--- src/rtl/wbs_charlie7x5_if.sv ---
// Wishbone slave bus bundle for the 7-pin / 5-column charlieplexed LED driver.
interface wbs_charlie7x5_if;
    logic       wb_cyc_i;
    logic       wb_stb_i;
    logic       wb_we_i;
    logic [2:0] wb_adr_i;
    logic [7:0] wb_dat_i;
    logic [7:0] wb_dat_o;
    logic       wb_ack_o;

    modport master (
        output wb_cyc_i, wb_stb_i, wb_we_i, wb_adr_i, wb_dat_i,
        input  wb_dat_o, wb_ack_o
    );

    modport slave (
        input  wb_cyc_i, wb_stb_i, wb_we_i, wb_adr_i, wb_dat_i,
        output wb_dat_o, wb_ack_o
    );
endinterface

--- src/rtl/wbs_charlie7x5.sv ---
// Wishbone-controlled charlieplex scanner: 5x7 framebuffer, one anode pin per phase,
// each phase opened by a single blanking cycle to avoid ghosting between phases.
module wbs_charlie7x5 #(
    parameter int unsigned TICKS_PER_PIN = 1024
) (
    input  logic                  clk,
    input  logic                  rst_n,
    wbs_charlie7x5_if.slave       wb,
    output logic [6:0]            charlie7x5_o,
    output logic [6:0]            charlie7x5_oe
);
    localparam int unsigned CW = (TICKS_PER_PIN > 2) ? $clog2(TICKS_PER_PIN) : 1;
    localparam logic [CW-1:0] CNT_LAST = CW'(TICKS_PER_PIN - 1);

    logic [6:0]    fb_q [5];
    logic [6:0]    fb_d [5];
    logic          en_q, en_d;
    logic          ack_q, ack_d;
    logic [7:0]    dat_q, dat_d;
    logic [CW-1:0] cnt_q, cnt_d;
    logic [2:0]    ph_q, ph_d;
    logic [6:0]    m_q, m_d;
    logic [6:0]    o_q, o_d;
    logic [6:0]    oe_q, oe_d;

    logic          req;
    logic [7:0]    rdata;
    logic [3:0]    k;

    // Bus side: one-cycle ack, write and read-data capture on the ack-raising edge.
    always_comb begin
        // NOTE: every always_comb output gets a default first so no path can infer a latch.
        req   = wb.wb_cyc_i & wb.wb_stb_i & ~ack_q;
        ack_d = req;
        rdata = '0;
        fb_d  = fb_q;
        en_d  = en_q;
        for (int i = 0; i < 5; i++) begin
            if (wb.wb_adr_i == 3'(i)) rdata = {1'b0, fb_q[i]};
            if (req && wb.wb_we_i && wb.wb_adr_i == 3'(i)) fb_d[i] = wb.wb_dat_i[6:0];
        end
        if (wb.wb_adr_i == 3'd5) rdata = {7'd0, en_q};
        if (req && wb.wb_we_i && wb.wb_adr_i == 3'd5) en_d = wb.wb_dat_i[0];
        dat_d = req ? rdata : dat_q;
    end

    // Scan side: the cathode mask is latched on the blank->drive edge so a phase never tears.
    always_comb begin
        cnt_d = '0;
        ph_d  = '0;
        m_d   = m_q;
        o_d   = '0;
        oe_d  = '0;
        k     = '0;
        if (en_q) begin
            if (cnt_q == CNT_LAST) begin
                cnt_d = '0;
                ph_d  = (ph_q == 3'd6) ? 3'd0 : ph_q + 3'd1;
            end else begin
                cnt_d = cnt_q + CW'(1);
                ph_d  = ph_q;
            end
            if (cnt_q == '0) begin
                m_d = '0;
                // Cathode of LED (c, ph) sits c+1 pins above the anode, never on the anode itself.
                for (int c = 0; c < 5; c++) begin
                    k = {1'b0, ph_q} + 4'(c + 1);
                    if (k >= 4'd7) k = k - 4'd7;
                    m_d[k[2:0]] = fb_q[c][ph_q];
                end
            end
            if (cnt_d != '0) begin
                o_d  = 7'd1 << ph_d;
                oe_d = o_d | m_d;
            end
        end
    end

    always_ff @(posedge clk) begin
        if (!rst_n) begin
            // NOTE: the small framebuffer is reset so the display comes up dark, unlike a RAM.
            fb_q  <= '{default: '0};
            en_q  <= 1'b0;
            ack_q <= 1'b0;
            dat_q <= '0;
            cnt_q <= '0;
            ph_q  <= '0;
            m_q   <= '0;
            o_q   <= '0;
            oe_q  <= '0;
        end else begin
            // NOTE: non-blocking assignments keep every flop sampling pre-edge values.
            fb_q  <= fb_d;
            en_q  <= en_d;
            ack_q <= ack_d;
            dat_q <= dat_d;
            cnt_q <= cnt_d;
            ph_q  <= ph_d;
            m_q   <= m_d;
            o_q   <= o_d;
            oe_q  <= oe_d;
        end
    end

    assign wb.wb_ack_o   = ack_q;
    assign wb.wb_dat_o   = dat_q;
    assign charlie7x5_o  = o_q;
    assign charlie7x5_oe = oe_q;
endmodule

--- src/flat_wrapper.sv ---
// flat-port wrapper written by rule: the top's interface ports become plain ports
module wbs_charlie7x5_flat 
#(
    parameter int unsigned TICKS_PER_PIN = 1024
)
  (clk, rst_n, charlie7x5_o, charlie7x5_oe, wb_wb_cyc_i, wb_wb_stb_i, wb_wb_we_i, wb_wb_adr_i, wb_wb_dat_i, wb_wb_dat_o, wb_wb_ack_o);
  wbs_charlie7x5_if wb_i ();
  input  logic clk;
  input  logic rst_n;
  output logic [6:0] charlie7x5_o;
  output logic [6:0] charlie7x5_oe;
  input wire logic [$bits(wb_i.wb_cyc_i)-1:0] wb_wb_cyc_i;
  input wire logic [$bits(wb_i.wb_stb_i)-1:0] wb_wb_stb_i;
  input wire logic [$bits(wb_i.wb_we_i)-1:0] wb_wb_we_i;
  input wire logic [$bits(wb_i.wb_adr_i)-1:0] wb_wb_adr_i;
  input wire logic [$bits(wb_i.wb_dat_i)-1:0] wb_wb_dat_i;
  output wire logic [$bits(wb_i.wb_dat_o)-1:0] wb_wb_dat_o;
  output wire logic [$bits(wb_i.wb_ack_o)-1:0] wb_wb_ack_o;
  assign wb_i.wb_cyc_i = wb_wb_cyc_i;
  assign wb_i.wb_stb_i = wb_wb_stb_i;
  assign wb_i.wb_we_i = wb_wb_we_i;
  assign wb_i.wb_adr_i = wb_wb_adr_i;
  assign wb_i.wb_dat_i = wb_wb_dat_i;
  assign wb_wb_dat_o = wb_i.wb_dat_o;
  assign wb_wb_ack_o = wb_i.wb_ack_o;
  wbs_charlie7x5 #(.TICKS_PER_PIN(TICKS_PER_PIN)) u_core (.clk(clk), .rst_n(rst_n), .wb(wb_i), .charlie7x5_o(charlie7x5_o), .charlie7x5_oe(charlie7x5_oe));
endmodule
--- config.mk ---
export PLATFORM = sky130hd
export DESIGN_NAME = wbs_charlie7x5_flat
export DESIGN_NICKNAME = d
export VERILOG_FILES = /design/src/rtl/wbs_charlie7x5_if.sv /design/src/rtl/wbs_charlie7x5.sv /design/src/flat_wrapper.sv
export SDC_FILE = /design/constraint.sdc
export NUM_CORES = 1
export LEC_CHECK = 0
export CAP_MARGIN = 20
export CORE_ASPECT_RATIO = 1.5
export CORE_MARGIN = 2
export CORE_UTILIZATION = 55
export DETAILED_ROUTE_END_ITERATION = 12
export PLACE_DENSITY = 0.87
export SLEW_MARGIN = 30
export SYNTH_ARGS = -nofsm -noshare
export SYNTH_HDL_FRONTEND = slang
export SYNTH_SLANG_ARGS = --single-unit
--- constraint.sdc ---
create_clock -name clk -period 6.8 [get_ports clk]
set_clock_uncertainty 0.1 [all_clocks]
set_input_delay 1.02 -clock clk [delete_from_list [all_inputs] [get_ports clk]]
set_output_delay 1.02 -clock clk [all_outputs]
set_load 0.02 [all_outputs]
==> reports/metrics.yaml <==
run_status:
  run_status: "finished, final reports clean"
sta:
  max-slew-margin-rel_pct: 33.90
  finalSetupViolCount: 0
  hold_viol: 0
  final.period_utilization_pct: 54.81
  totalNegativeSetupSlack_ps: 0
  fmax_mhz: 268.3
  rsz0062_at_grt: "no"
  fin_crit_ps: 3727
  timing.final.max_slew_violations: 0
  worstMarginPinSlew_ps: 989.9
pwr:
  peakVddDrop_mv: 0.1472
  totalPowerFinal_mw: 0.9594
  clkPwrFrac_pct: 46.1
  power.sequential.fraction_pct: 48.4
  p_leak_nw: 1.950
  combPwrFrac_pct: 5.5
  pwr_density_cell_nw_per_um2: 168.1
  p_sw_mw: 0.2275
  p_int_mw: 0.7319
  netSwitchingFraction_pct: 23.71
clock_tree:
  cts_root_buf: "clkbuf_16"
  post_cts_buffers: 0
  cts_tree: "done"
  cts.repair.resized: 0
  clock_sinks: 78
  ctsHoldBuffers: 0
  clkLatencyLatePin_ps: 340
  cts-root-to-sink-buffers: 2
  cts_made_buffers: 9
  post_cts_clock_slew_at_the_launch_and_capture_registers_of_the_worst_setup_and_hold_paths_ps: 60
  maximum_level_of_the_cts_h_tree: 3
logic_synthesis:
  synth_cells: 601
  synth_enable_flop_cells: 0
  ff_latch_count_synth: 78
  synthesis.yosys.warnings: 0
  yosys.area_share.adder_pct: 3.582
  synth-xor-area-share_pct: 2.674
  synth.avg_cell_area_um2: 8.486
  post_synth_and_or_nand_nor_area_fraction_pct: 24.58
  yosysMostFrequentCell: "dfxtp_1"
  ys_dominant_reg_cell: "dfxtp_1"
  area_share_of_the_largest_cell_type_after_synthesis_pct: 30.62
  synth_mux_area_share_pct: 14.08
  yosys-top-cells-area: "dfxtp_1 (31%), mux2i_1 (13%), nor2b_1 (6.0%)"
  synth_sequential_area_ratio_pct: 30.62
  synth-async-reset-ratio_pct: 0
  yosys-top-cells-count: "dfxtp_1 (78), mux2i_1 (65), nor2b_1 (49)"
  synth_top_family_by_area: "simple AND/OR/NAND/NOR gates"
  synth_fp_nets: 631
  synthDistinctLibCells: 70
  synth.cell_area_um2: 5100
  share_of_the_synthesized_area_in_compound_gates_ao_oa_aoi_oai_pct: 19.21
  yosysTopAreaCell: "dfxtp_1"
job:
  max_cap_violations: 0
worst_setup_path:
  critical_path.max_fanout: 26
  r2r_cells: 10
  critical_path_class: "flop to flop"
  r2r_start: "u_core.ph_q[1]"
  total_buffers_and_inverters_traversed_by_the_critical_path: 3
  worst_path_largest_cell_delay_ps: 810
  crit-reg2reg-capture: "u_core.charlie7x5_oe[2]"
  arrival_ps: 3890
  cp-end-kind: "flop"
  cpLargestDelayFamily: "buffers and inverters"
  crit_required_ps: 6960
  setup.worst_path.start_class: "flop"
  timing.reg2reg.setup_slack_ps: 3070
  cp_slowest_cell: "ha_1"
  critical_path.cell_chain: "buf_4 -> inv_1 -> ha_1 -> inv_1 -> xnor2_1 -> nand3_1 -> o311ai_1 -> a21oi_1 -> or3_1 -> a21oi_1"
route:
  drt_drc_violations_left: 0
  route.vias.total: 4806
  drt-vias-per-instance: 6.647
  routed_wirelength_um: 14860
  drt-wirelength-per-cell_um: 20.55
  drt_first_iter_violations: 453
  drtAntennaViolNets: 0
  detailedRoute.firstPassIterationCount: 5
final_layout:
  area_delta_synth_final_pct: 11.95
  layout.nets: 637
  layout-drive-gt1-share_pct: 5.728
  antenna_cells: 0
grt:
  largest_net_degree_at_the_start_of_global_routing: 60
  grt_use_total_pct: 29.50
  grt_overflow_total: 0
  first_global_vias: 4645
  grt_first_pass_wirelength_um: 22510
  antenna_found_initial: 0
floorplanning:
  start_util_pct: 55.76
  floorplan.core_area_um2: 9146
  fp.dieArea_um2: 10070
  floorplan.rows: 43
  top_level_ports: 39
  die_height_um: 121.9
  floorplan.die.width_um: 82.63
placement:
  place_hpwl_um: 10390
  gpl.final_weighted_congestion: 0.9717
  port-buffer-count: 36
hold_path:
  hold_path_stages: 2
  hold_path.startpoint: "u_core.m_q[1]"
  min-delay-path-class: "flop to flop"
  hold_path_end: "u_core.m_q[1]"
[state kept, by name, indices dropped and copies added (netlist names)]
name                  cells
u_core.ph_q               3
u_core.cnt_q             10
u_core.charlie7x5_o       7
u_core.fb_q              35
u_core.m_q                7
u_core.charlie7x5_oe      7
u_core.en_q               1
u_core.wb.wb_dat_o        7
u_core.wb.wb_ack_o        1
[area by class of cell]
type / instances / area [um2]
Sequential cell: 78 / 1564
Fill cell: 772 / 3437
Multi-Input combinational cell: 460 / 3274
Timing Repair Buffer: 42 / 405.4
Clock buffer: 10 / 229.0
Inverter: 16 / 60.06
Tap cell: 112 / 140.1
Clock inverter: 5 / 36.28
[layout by cell type (no fill, tap or decap), drive strengths merged, types with 6 or more instances in the layout]
cell type and n:
nor3b 7, and2 7, inv 17, clkbuf 10
a22oi 12, o221ai 11, clkdlybuf4s50 36, a21oi 28
nor3 22, o21ai 16, nand3 21, xnor2 9
nand2 27, and3 9, o211a 9, buf 6
a31oi 9, ha 13, nor2b 49, dfxtp 78
a211oi 6, mux2i 65, nor2 40, or3 11
[worst min-delay path, delay by kind of cell, from the launching register on]
family          cells  cell delay, ps
compound gates      1              50
flops               1             310
simple gates        1              50
[power by group through the flow]
stage          logic [mW]  clock network (mW)  registers [mW]
4_1_cts            0.0524               0.441           0.464
6_report           0.0530               0.442           0.464
5_1_grt            0.0554               0.460           0.464
3_5_place_dp       0.0517                   0           0.474
3_3_place_gp       0.0504                   0           0.474
2_1_floorplan      0.0256                   0           0.477
[cells by family (layout without fill, tap and decap cells)]
logic type | count (synthesis) | count (layout)
AO/OA/AOI/OAI | 135 | 135
adder cells (fa/ha/maj) | 14 | 14
other | 1 | 1
flip-flops | 78 | 78
AND/OR/NAND/NOR | 227 | 227
XOR/XNOR | 14 | 14
multiplexers | 69 | 69
buffers and inverters | 63 | 73
[per-layer routing]
metal  up-vias  global-route usage [%]  wire (um)
met5         -                       0          0
li1       2223                       -          -
met4         0                   20.08       1009
met3        79                   4.741        708
met2       220                   52.42       7698
met1      2284                   30.66       5439
[metrics by stage]
stage / instance area [um2] / setup WS [ps] / cells / hold WS, ps / util (%)
2_1_floorplan: 5100 / 3687 / 601 / 331.0 / -
3_3_place_gp: 5443 / 2953 / 708 / 340.2 / 59.51
3_5_place_dp: 5443 / 2880 / 708 / 356.4 / 59.51
4_1_cts: 5708 / 2851 / 723 / 365.5 / 62.41
5_1_grt: 5709 / 2844 / 723 / 382.8 / 62.42
6_report: 5709 / 3073 / 723 / 365.2 / 62.42
[how the worst max path moves through the flow]
stage / slack, ps / depth (start not counted) / from / end
4_1_cts: 2850 / 9 / u_core.ph_q[2] / u_core.charlie7x5_oe[5]
5_1_grt: 2840 / 10 / u_core.ph_q[1] / u_core.charlie7x5_oe[2]
6_report: 3070 / 10 / u_core.ph_q[1] / u_core.charlie7x5_oe[2]
3_3_place_gp: 2950 / 9 / u_core.ph_q[2] / u_core.charlie7x5_oe[5]
2_1_floorplan: 3690 / 12 / u_core.ph_q[1] / u_core.m_q[0]
3_5_place_dp: 2880 / 9 / u_core.ph_q[2] / u_core.charlie7x5_oe[5]
Power figures use the tool's default switching activity.
